`config.mk`:
```
export PLATFORM = sky130hd
export DESIGN_NAME = flags_ctx_reg
export DESIGN_NICKNAME = d
export VERILOG_FILES = /design/src/rtl/flags_pkg.sv /design/src/rtl/flags_stack.sv /design/src/rtl/flags_ctx_reg.sv
export SDC_FILE = /design/constraint.sdc
export NUM_CORES = 1
export LEC_CHECK = 0
export BUFFER_PORTS_ARGS = -buffer_cell sky130_fd_sc_hd__buf_2
export CORE_MARGIN = 5
export CORE_UTILIZATION = 50
export CTS_BUF_LIST = sky130_fd_sc_hd__clkbuf_16
export DETAILED_ROUTE_END_ITERATION = 8
export GPL_TIMING_DRIVEN = 0
export PLACE_DENSITY_LB_ADDON = 0.1
export SLEW_MARGIN = 10
export SYNTH_ARGS = -nofsm -noshare
export SYNTH_HDL_FRONTEND = slang
export SYNTH_HIERARCHICAL = 1
export SYNTH_SLANG_ARGS = --single-unit
export TNS_END_PERCENT = 20
```
`constraint.sdc`:
```
create_clock -name clk -period 1.9 [get_ports clk]
set_input_delay 0.19 -clock clk [delete_from_list [all_inputs] [get_ports clk]]
set_output_delay 0.19 -clock clk [all_outputs]
set_load 0.02 [all_outputs]
```
`src/rtl/flags_pkg.sv`:
```
// Shared flag bit positions and default sizing for the status-flags register.
package flags_pkg;
  localparam int FLAG_Z     = 0;
  localparam int FLAG_C     = 1;
  localparam int FLAG_N     = 2;
  localparam int FLAG_V     = 3;
  localparam int NFLAGS_DEF = 4;
  localparam int DEPTH_DEF  = 4;
endpackage

```
`src/rtl/flags_stack.sv`:
```
// DEPTH x NFLAGS LIFO holding saved flag contexts; state updates one cycle after the strobe.
// No backpressure: misuse is dropped and recorded in sticky ovf/unf flags.
module flags_stack
  import flags_pkg::*;
#(
  parameter int NFLAGS = NFLAGS_DEF,
  parameter int DEPTH  = DEPTH_DEF
) (
  input  logic                       clk,
  input  logic                       rst,
  input  logic                       i_push,
  input  logic                       i_pop,
  input  logic [NFLAGS-1:0]          i_wr_data,
  output logic [NFLAGS-1:0]          o_top,
  output logic                       o_pop_vld,
  output logic [$clog2(DEPTH+1)-1:0] o_count,
  output logic                       o_full,
  output logic                       o_empty,
  output logic                       o_ovf_err,
  output logic                       o_unf_err
);
  localparam int CW = $clog2(DEPTH + 1);

  logic [NFLAGS-1:0] r_stack [DEPTH];
  logic [CW-1:0]     r_count;
  logic              r_ovf_err;
  logic              r_unf_err;

  logic              w_full;
  logic              w_empty;
  logic              w_pop_vld;
  logic              w_wr_en;
  logic              w_inc;
  logic              w_dec;
  logic [CW-1:0]     w_top_idx;
  logic [CW-1:0]     w_wr_idx;
  logic [NFLAGS-1:0] w_top;

  assign w_full    = (r_count == CW'(DEPTH));
  assign w_empty   = (r_count == '0);
  assign w_pop_vld = i_pop & ~w_empty;
  assign w_top_idx = r_count - CW'(1);
  // Push+pop on a non-empty stack overwrites the top in place (swap).
  assign w_wr_en   = i_push & (i_pop | ~w_full);
  assign w_wr_idx  = w_pop_vld ? w_top_idx : r_count;
  assign w_inc     = i_push & ~w_pop_vld & ~w_full;
  assign w_dec     = w_pop_vld & ~i_push;

  always_comb begin
    w_top = '0;
    for (int i = 0; i < DEPTH; i++) begin
      if (w_top_idx == CW'(i)) w_top = r_stack[i];
    end
  end

  always_ff @(posedge clk) begin
    if (rst) begin
      r_count   <= '0;
      r_ovf_err <= 1'b0;
      r_unf_err <= 1'b0;
      for (int i = 0; i < DEPTH; i++) r_stack[i] <= '0;
    end else begin
      for (int i = 0; i < DEPTH; i++) begin
        if (w_wr_en && (w_wr_idx == CW'(i))) r_stack[i] <= i_wr_data;
      end
      if (w_inc)      r_count <= r_count + CW'(1);
      else if (w_dec) r_count <= r_count - CW'(1);
      if (i_push && !i_pop && w_full) r_ovf_err <= 1'b1;
      if (i_pop && w_empty)           r_unf_err <= 1'b1;
    end
  end

  assign o_top     = w_top;
  assign o_pop_vld = w_pop_vld;
  assign o_count   = r_count;
  assign o_full    = w_full;
  assign o_empty   = w_empty;
  assign o_ovf_err = r_ovf_err;
  assign o_unf_err = r_unf_err;
endmodule

```
`src/rtl/flags_ctx_reg.sv`:
```
// Status-flags register with masked update, same-cycle bypass (flags_out) and a context stack.
// flags_q/count/errors lag one cycle; strobes are accepted every cycle, misuse sets sticky errors.
module flags_ctx_reg
  import flags_pkg::*;
#(
  parameter int NFLAGS = NFLAGS_DEF,
  parameter int DEPTH  = DEPTH_DEF
) (
  input  logic                       clk,
  input  logic                       rst,
  input  logic                       upd_en,
  input  logic [NFLAGS-1:0]          upd_mask,
  input  logic [NFLAGS-1:0]          upd_data,
  input  logic                       push,
  input  logic                       pop,
  output logic [NFLAGS-1:0]          flags_q,
  output logic [NFLAGS-1:0]          flags_out,
  output logic [$clog2(DEPTH+1)-1:0] count,
  output logic                       full,
  output logic                       empty,
  output logic                       ovf_err,
  output logic                       unf_err
);
  logic [NFLAGS-1:0] r_flags;
  logic [NFLAGS-1:0] w_top;
  logic              w_pop_vld;
  logic [NFLAGS-1:0] w_base;
  logic [NFLAGS-1:0] w_next;

  // The stack always saves the pre-update flags, never the merged next value.
  flags_stack #(
    .NFLAGS (NFLAGS),
    .DEPTH  (DEPTH)
  ) u_stack (
    .clk       (clk),
    .rst       (rst),
    .i_push    (push),
    .i_pop     (pop),
    .i_wr_data (r_flags),
    .o_top     (w_top),
    .o_pop_vld (w_pop_vld),
    .o_count   (count),
    .o_full    (full),
    .o_empty   (empty),
    .o_ovf_err (ovf_err),
    .o_unf_err (unf_err)
  );

  assign w_base = w_pop_vld ? w_top : r_flags;
  assign w_next = upd_en ? ((w_base & ~upd_mask) | (upd_data & upd_mask)) : w_base;

  always_ff @(posedge clk) begin
    if (rst) r_flags <= '0;
    else     r_flags <= w_next;
  end

  assign flags_q   = r_flags;
  assign flags_out = w_next;
endmodule

```
==> results of run 1 <==
-- layer usage --
layer | up-vias | global-route usage, %
met4 | 0 | 6.09
met3 | 5 | 2.72
met5 | - | 0
met2 | 43 | 35.0
li1 | 656 | -
met1 | 657 | 25.1
-- critical path, stage by stage, from the launching register on --
cell and delay, ns:
dfxtp_4 0.36, buf_8 0.10, clkinvlp_4 0.19, ha_4 0.25, nand2b_4 0.11, nand2_2 0.10
inv_2 0.10, clkbuf_8 0.19, mux2i_4 0.25, a21oi_2 0.08, buf_4 0.15
-- placed cells by master (no fill, tap or decap), drive strengths merged, types with 2 or more instances in the layout --
cell       n
buf       42
o22ai      2
nand2b     3
a22oi      4
nand2     12
inv        3
and2      17
nor2b      8
o21ai     12
nand3b     2
a221oi     5
nor2       8
dfxtp      9
nand3      3
clkinvlp   3
ha         6
edfxtp    16
o21bai     6
mux2i      4
and3b      4
a21oi      7
a211oi     4
clkbuf     6
-- metrics by stage --
step	util [%]	cells	area (sq um)	hold slack [ns]
final	73.4	241	2220	0.185
after global routing	73.4	241	2220	0.187
after CTS	72.6	240	2200	0.182
after detailed placement	60.8	225	1840	0.448
after global placement	60.8	225	1840	0.436
after floorplan	-	154	1650	0.263
-- state kept, by name, indices dropped and copies added (netlist names) --
signal             flops
flags_q                4
u_stack/o_count        3
u_stack/o_ovf_err      1
u_stack/o_unf_err      1
u_stack/r_stack       16
-- what timing repair did --
| item | CTS | global route |
|---|---|---|
| cloned | 0 | 0 |
| pin swaps | 18 | 10 |
| hold endpoints to repair | 0 | 0 |
| endpoints found under the setup margin | 41 | 43 |
| gates resized for setup | 42 | 5 |
| buffers inserted | 11 | 2 |
-- cell families after synthesis --
kind of cell	Yosys count	share of synthesized area (%)
AO/OA/AOI/OAI	45	21.2
multiplexers	4	2.56
buffers and inverters	11	3.84
AND/OR/NAND/NOR	62	24.8
flip-flops	25	42.2
adder cells (fa/ha/maj)	7	5.44
-- worst max path at each step --
stage / endpoint / slack (ns) / depth (start not counted)
6_report: flags_out[2] / -0.42 / 10
5_1_grt: flags_out[2] / -0.55 / 10
4_1_cts: flags_out[0] / -0.42 / 10
3_5_place_dp: flags_out[1] / -0.44 / 9
3_3_place_gp: flags_out[1] / -0.39 / 9
2_1_floorplan: u_stack/r_stack[2][0] / -0.14 / 8
-- area by class of cell --
cell class / count / area (sq um) / share of cell area [%]
multi-input combinational: 118 / 1090 / 48.9
tap: 44 / 55.1 / 2.48
clock inverter: 1 / 7.51 / 0.338
inverter: 5 / 26.3 / 1.18
sequential: 25 / 666 / 30.0
timing repair buffer: 39 / 243 / 10.9
clock buffer: 3 / 75.1 / 3.38
buffer: 6 / 62.6 / 2.82
-- power by group through the flow --
stage	clock network, uW	registers (uW)	logic, uW
global placement	0	743	1040
detailed placement	0	749	1060
finish	471	740	1480
global route	512	753	1590
CTS	486	740	1420
floorplan	0	775	793
==> flow_metrics.tcl, run 1 <==
set metrics [dict create \
    outcome "finished with violations" \
    violations "negative setup slack" \
    grt_max_degree 16 \
    cts_sinks 25 \
    p_int_uw 1630 \
    crit_start "u_stack/o_count[0]" \
    maxCapViolations 0 \
    initial_utilization_pct 51.7 \
    clk_pin_slew_ns 0.06 \
    r2r_start "u_stack/o_count[0]" \
    pwr-share-comb_pct 54.9 \
    clkLatencyLatePin_ns 0.26 \
    dieArea_sq_um 4350 \
    drive_gt1_share_pct 51.3 \
    yosysUniqueCellTypes 42 \
    crit_type "reg -> out" \
    antenna_left 0 \
    netlist_area_sq_um 1570 \
    hold_path_startpoint "rst" \
    routed-wl-met2_microns 2020 \
    hold_viol_final 0 \
    async_reset_ff_share_pct 0 \
    finalSetupViolCount 38 \
    portBuffers 27 \
    cts-htree-levels 1 \
    synth_top_cell_by_area "edfxtp_1" \
    rr_worst_depth 9 \
    yosysWarnings 6 \
    vias_per_cell 5.65 \
    crit_arrival_ns 2.13 \
    finalSetupTns_ns -7.04 \
    synth.top_cell.area_share_pct 30.7 \
    ir_drop_mv 0.852 \
    synth_area_per_cell_sq_um 10.2 \
    gp_congestion 0.853 \
    synthTopCellsByCount "16 x edfxtp_1, 15 x and2_1, 12 x nand2_1" \
    wire_per_inst_microns 16.0 \
    p_sw_uw 1060 \
    post-route-period-util_pct 122 \
    first_global_vias 1386 \
    final_max_slew_viol_count 0 \
    p_total_uw 2690 \
    holdBufCountCts 0 \
    clock_skew_ns 0.00408 \
    die_y_microns 66.0 \
    yosysMostFrequentCell "edfxtp_1" \
    overflow 0 \
    timing.reg2reg.setup_slack_ns -0.31 \
    synth_flop_cell "edfxtp_1" \
    cts.path.max_buffers 2 \
    dr.first_iter.drc_count 40 \
    fin_ws_ns -0.424 \
    path_max_fanout 6 \
    drc_errors 0 \
    hold_end "flags_q[0]" \
    wl_met3_microns 185 \
    hpwl_microns 2730 \
    firstDrtPassIters 4 \
    n_antenna_cell 0 \
    highest_layer "met4" \
    hp-class "in -> reg" \
    r2r_end "u_stack/r_stack[2][2]" \
    synth-edff-count 16 \
    die_w_microns 66.0 \
    wirelength_microns 3860 \
    holdPathStages 2 \
    post-place-ws_ns -0.440 \
    io_pins 28 \
    yosysSeqAreaShare_pct 42.2 \
    core.rowCount 20 \
    synth.area.top_cells "edfxtp_1 31%, dfxtp_1 12%, and2_1 6.0%" \
    cts_tree "built" \
    grt_first_pass_wirelength_microns 6460 \
    p_leak_uw 0.000886 \
    relSlewSlack_pct 64.1 \
    rsz0062_at_grt "true" \
    area_growth_pct 42.0 \
    nNetsFinal 217 \
    root_buffer "clkbuf_16" \
    clkPwrFrac_pct 17.5 \
    fmax_ghz 0.430 \
    core-area_sq_um 3030 \
    num-fill-cells 210 \
    start_kind "flop" \
    finalWorstPathRequiredPeriod_ns 2.32 \
    end_kind "output pin" \
    switching_share_pct 39.3 \
    antenna_found_initial 0 \
    vias 1361 \
    grt_usage_pct 19.9 \
    tightest_slew_ns 0.539 \
    cp.required_ns 1.71 \
    power.density_nw_per_um2 1210 \
    cts_made_buffers 3 \
    synth_seq_cells 25 \
    synth_cells 154 \
    wl_met1_microns 1600 \
    synthesis.nets 173 \
    power_frac_seq_pct 27.5 \
]
No activity file was read; power rests on OpenSTA's default activity.
==> inputs of run 2 (changes only) <==
--- a/config.mk
+++ b/config.mk
@@ -12,6 +12,8 @@
 export DETAILED_ROUTE_END_ITERATION = 8
 export GPL_TIMING_DRIVEN = 0
 export PLACE_DENSITY_LB_ADDON = 0.1
+export RECOVER_POWER = 100
+export SETUP_SLACK_MARGIN = 0.3
 export SLEW_MARGIN = 10
 export SYNTH_ARGS = -nofsm -noshare
 export SYNTH_HDL_FRONTEND = slang
==> run 2 against run 1 <==
The flow still finishes with violations (negative setup slack). Sequential share of layout area down 0.050 points. Combinational power grew 3%. First-iteration DRC count grew 35%. Flip-flop and latch count stayed put. Setup slack better by 0.0060 ns. Total power rose by 1.7%. Clock-buffer cell count did not move. Core utilization rose by 0.12 points. Design area is 0.17% higher. Critical path type unchanged. Critical endpoint is now flags_out[0]. Largest cell class unchanged. Highest routed layer is now met3.
==> flow_metrics.tcl, run 2 (synthesis gave the netlist of run 1 again) <==
set metrics [dict create \
    p_leak_uw 0.000876 \
    firstDrtPassIters 4 \
    timing.reg2reg.setup_slack_ns -0.37 \
    seq_area_sq_um 666 \
    die_w_microns 66.0 \
    cts.path.max_buffers 2 \
    crit_slowest_cell "dfxtp_4" \
    maxCapViolations 0 \
    mostFrequentLayoutCells "18 x buf_2, 16 x edfxtp_1, 15 x buf_4" \
    vias 1329 \
    initial_utilization_pct 51.7 \
    outcome "finished with violations" \
    clock_skew_ns 0.00487 \
    highest_layer "met3" \
    wirelength_microns 3730 \
    path_max_fanout 4 \
    final_max_slew_viol_count 0 \
    core.rowCount 20 \
    cts_tree "built" \
    overflow 0 \
    cp.required_ns 1.71 \
    crit_arrival_ns 2.13 \
    drive_gt1_share_pct 48.0 \
    dr.first_iter.drc_count 54 \
    ir_drop_mv 0.792 \
    worstPathCellList "buf_6 > clkinvlp_4 > ha_4 > ha_4 > nor2_4 > o21ai_0 > o21ai_1 > mux2i_2 > a21oi_2 > buf_4" \
    finalSetupTns_ns -9.54 \
    antenna_left 0 \
    start_kind "flop" \
    grt_max_degree 16 \
    wl_met1_microns 1650 \
    violations "negative setup slack" \
    power.density_nw_per_um2 1230 \
    wire_per_inst_microns 15.4 \
    portBuffers 27 \
    rsz0062_at_grt "true" \
    n_antenna_cell 0 \
    cts_made_buffers 3 \
    root_buffer "clkbuf_16" \
    cts-htree-levels 1 \
    num-fill-cells 204 \
    crit_type "reg -> out" \
    first_global_vias 1310 \
    holdBufCountCts 0 \
    post-route-period-util_pct 122 \
    clk_pin_slew_ns 0.07 \
    wl_met3_microns 246 \
    cpMostUsedCell "ha_4" \
    die_y_microns 66.0 \
    area_growth_pct 42.2 \
    grt_usage_pct 18.4 \
    clkLatencyLatePin_ns 0.26 \
    fin_ws_ns -0.418 \
    cpPeakStageDelay_ns 0.35 \
    timing.hold.ws_ns 0.173 \
    io_pins 28 \
    nNetsFinal 218 \
    routed-wl-met2_microns 1830 \
    top_register "u_stack/r_stack" \
    multi_input_area_sq_um 1080 \
    relSlewSlack_pct 66.9 \
    final_common_cell "buf_2" \
    hpwl_microns 2630 \
    dieArea_sq_um 4350 \
    hold_viol_final 0 \
    antenna_found_initial 0 \
    hp-class "in -> reg" \
    vias_per_cell 5.49 \
    fmax_ghz 0.431 \
    core-area_sq_um 3030 \
    finalSetupViolCount 37 \
    drc_errors 0 \
    gp_congestion 0.894 \
    end_kind "output pin" \
    tightest_slew_ns 0.496 \
    finalWorstPathRequiredPeriod_ns 2.32 \
    largest_reg_flops 16 \
    cts_sinks 25 \
    grt_first_pass_wirelength_microns 6280 \
]
[run 2: changes by cell type in the layout (fill, tap and decap cells not counted), moves of 2 or more]
cell,previous run,this run
buf_6,3,6
mux2i_2,0,2
clkbuf_1,1,5
buf_2,24,18
mux2i_4,4,2
[run 2: metal layers]
layer	vias to the layer above	track usage, %
li1	659	-
met1	625	25.0
met2	45	32.2
met3	0	2.72
met4	0	1.52
met5	-	0
[run 2: worst max-delay path: cells and delay by family, from the launching register on]
kind / cells / cell delay (ns)
multiplexers: 1 / 0.12
AO/OA/AOI/OAI: 3 / 0.42
flip-flops: 1 / 0.35
AND/OR/NAND/NOR: 1 / 0.10
adder cells (fa/ha/maj): 2 / 0.45
buffers and inverters: 3 / 0.43
[run 2: repair_timing]
| item | in CTS | in global routing |
|---|---|---|
| buffers inserted | 9 | 4 |
| gates cloned | 0 | 0 |
| pin swaps | 20 | 12 |
| endpoints found under the setup margin | 45 | 45 |
| resized for setup | 37 | 10 |
[run 2: area by class of cell]
class | instances | area share, %
buffer | 6 | 2.70
multi-input combinational | 118 | 48.5
timing repair buffer | 40 | 11.6
sequential | 25 | 29.9
clock inverter | 1 | 0.337
tap | 44 | 2.47
inverter | 5 | 1.18
clock buffer | 3 | 3.37
[run 2: path summary, 6_finish.rpt]
path,end,cells past startpoint,start
worst min-delay path,flags_q[2],2,rst
worst max-delay path,flags_out[0],10,u_stack/o_count[0]
worst max register to register,u_stack/r_stack[2][0],10,u_stack/o_count[0]
worst min register to register,u_stack/o_unf_err,2,u_stack/o_unf_err
[run 2: report_power, final]
part           total (uW)  leakage (uW)  internal [uW]  switching (uW)
sequential            741      0.000243            673            67.7
clock                 467     0.0000371            285             182
combinational        1530      0.000596            714             811
total                2730      0.000876           1670            1060
[run 2: metrics by stage]
stage | total power (uW) | util [%] | instance area, sq um | cells | worst slack, ns
4_1_cts | 2600 | 71.0 | 2150 | 238 | -0.410
3_5_place_dp | 1810 | 60.8 | 1840 | 225 | -0.470
6_report | 2730 | 73.5 | 2230 | 242 | -0.418
3_3_place_gp | 1790 | 60.8 | 1840 | 225 | -0.398
2_1_floorplan | 1570 | - | 1650 | 154 | -0.138
5_1_grt | 2880 | 73.5 | 2230 | 242 | -0.503
==> inputs of run 3 (changes only) <==
--- a/config.mk
+++ b/config.mk
@@ -7,7 +7,7 @@
 export LEC_CHECK = 0
 export BUFFER_PORTS_ARGS = -buffer_cell sky130_fd_sc_hd__buf_2
 export CORE_MARGIN = 5
-export CORE_UTILIZATION = 50
+export CORE_UTILIZATION = 30
 export CTS_BUF_LIST = sky130_fd_sc_hd__clkbuf_16
 export DETAILED_ROUTE_END_ITERATION = 8
 export GPL_TIMING_DRIVEN = 0
==> run 3 against run 2 <==
The flow still finishes with violations (negative setup slack). First-iteration DRC count unchanged. Sequential share of layout area fell by 0.58 points. Clock-buffer cell count is the same. Sequential power about the same. Design area grew 2.0%. Critical endpoint is now flags_out[3].
==> flow_metrics.tcl, run 3 (synthesis gave the netlist of run 1 again) <==
set metrics [dict create \
    overflow 0 \
    highest_layer "met4" \
    crit_arrival_ns 2.11 \
    vias 1316 \
    cts_sinks 25 \
    worstPathCellList "buf_8 > clkinvlp_4 > ha_4 > nand2b_4 > nand2_2 > inv_2 > clkbuf_8 > mux2i_2 > a21oi_2 > buf_6" \
    cts-htree-levels 1 \
    timing.hold.ws_ns 0.195 \
    nNetsFinal 217 \
    finalInstanceArea_sq_um 2270 \
    grt_usage_pct 12.7 \
    core-area_sq_um 5070 \
    drive_gt1_share_pct 48.7 \
    grt_first_pass_wirelength_microns 6580 \
    die_w_microns 82.2 \
    tightest_slew_ns 0.535 \
    finalSetupTns_ns -6.63 \
    mostFrequentLayoutCells "16 x edfxtp_1, 15 x and2_1, 14 x buf_2" \
    path_max_fanout 6 \
    clk_pin_slew_ns 0.07 \
    holdBufCountCts 0 \
    portBuffers 27 \
    finalWorstPathRequiredPeriod_ns 2.30 \
    cp.required_ns 1.71 \
    relSlewSlack_pct 64.3 \
    largest_reg_flops 16 \
    rsz0062_at_grt "true" \
    dr.first_iter.drc_count 54 \
    cts_made_buffers 3 \
    n_antenna_cell 0 \
    finalSetupViolCount 37 \
    utilization_pct 44.7 \
    gp_congestion 0.778 \
    final_max_slew_viol_count 0 \
    crit_slowest_cell "dfxtp_2" \
    wl_met3_microns 201 \
    wire_per_inst_microns 14.5 \
    start_kind "flop" \
    hold_viol_final 0 \
    end_kind "output pin" \
    p_leak_uw 0.000858 \
    post-route-period-util_pct 121 \
    routed-wl-met2_microns 1850 \
    die_y_microns 82.2 \
    antenna_left 0 \
    hpwl_microns 2850 \
    io_pins 28 \
    area_growth_pct 45.0 \
    core.rowCount 26 \
    outcome "finished with violations" \
    top_register "u_stack/r_stack" \
    fin_ws_ns -0.400 \
    crit_type "reg -> out" \
    cts.path.max_buffers 2 \
    clock_skew_ns 0.00184 \
    cpPeakStageDelay_ns 0.34 \
    maxCapViolations 0 \
    firstDrtPassIters 4 \
    antenna_found_initial 0 \
    num-fill-cells 525 \
    initial_utilization_pct 30.8 \
    root_buffer "clkbuf_16" \
    hp-class "in -> reg" \
    vias_per_cell 4.93 \
    cts_tree "built" \
    ir_drop_mv 0.429 \
    fmax_ghz 0.435 \
    drc_errors 0 \
    grt_max_degree 16 \
    post-place-ws_ns -0.498 \
    final_common_cell "edfxtp_1" \
    dieArea_sq_um 6760 \
    first_global_vias 1371 \
    power.density_nw_per_um2 1200 \
    violations "negative setup slack" \
    clkLatencyLatePin_ns 0.26 \
    place_area_sq_um 1870 \
    wl_met1_microns 1760 \
    wirelength_microns 3880 \
]
==> run 3: cell types whose count changed in the layout (fill, tap and decap cells not counted), moves of 2 or more <==
cell and change:
a211oi_1 -3, a211oi_2 +3, a221oi_2 +2, and2_1 +2
and2_4 -2, buf_2 -4, buf_4 -2, clkbuf_1 +4
ha_2 +2
==> run 3: through the flow <==
stage	instances	total power (uW)
after floorplan	154	1570
after global placement	251	1820
after detailed placement	251	1830
after CTS	265	2650
after global routing	267	2900
final	267	2730
==> run 3: worst max-delay path, delay by kind of cell, from the launching register on <==
family                   cells  cell delay, ns
adder cells (fa/ha/maj)      1            0.23
AO/OA/AOI/OAI                1            0.09
buffers and inverters        5            0.70
AND/OR/NAND/NOR              2            0.21
multiplexers                 1            0.27
flip-flops                   1            0.34
==> run 3: what timing repair did <==
item / 4_1_cts / 5_1_grt
gates resized for setup: 41 / 15
buffers inserted: 10 / 2
pin swaps: 20 / 13
endpoints found under the setup margin: 45 / 46
==> run 3: final cells by class <==
type / instances / area (sq um) / area share [%]
multi-input combinational: 118 / 1090 / 48.1
sequential: 25 / 666 / 29.3
timing repair buffer: 39 / 249 / 11.0
tap: 70 / 87.6 / 3.86
clock buffer: 3 / 75.1 / 3.31
buffer: 6 / 63.8 / 2.81
inverter: 5 / 28.8 / 1.27
clock inverter: 1 / 7.51 / 0.331
==> run 3: worst paths after layout <==
path / from / endpoint / slack (ns) / cells past startpoint
worst max-delay path: u_stack/o_count[1] / flags_out[3] / -0.40 / 10
worst min register to register: u_stack/o_unf_err / u_stack/o_unf_err / 0.48 / 2
worst max register to register: u_stack/o_count[1] / u_stack/r_stack[2][1] / -0.23 / 9
worst min-delay path: rst / flags_q[1] / 0.19 / 2
==> run 3: metal layers <==
layer,global-route usage (%),vias to the layer above
li1,-,657
met1,16.9,618
met4,5.48,0
met2,20.4,36
met3,1.84,5
met5,0,-
==> run 3: where the power goes <==
| part | internal (uW) | total, uW | switching (uW) |
|---|---|---|---|
| sequential | 673 | 739 | 66.0 |
| combinational | 703 | 1510 | 809 |
| clock | 286 | 481 | 195 |
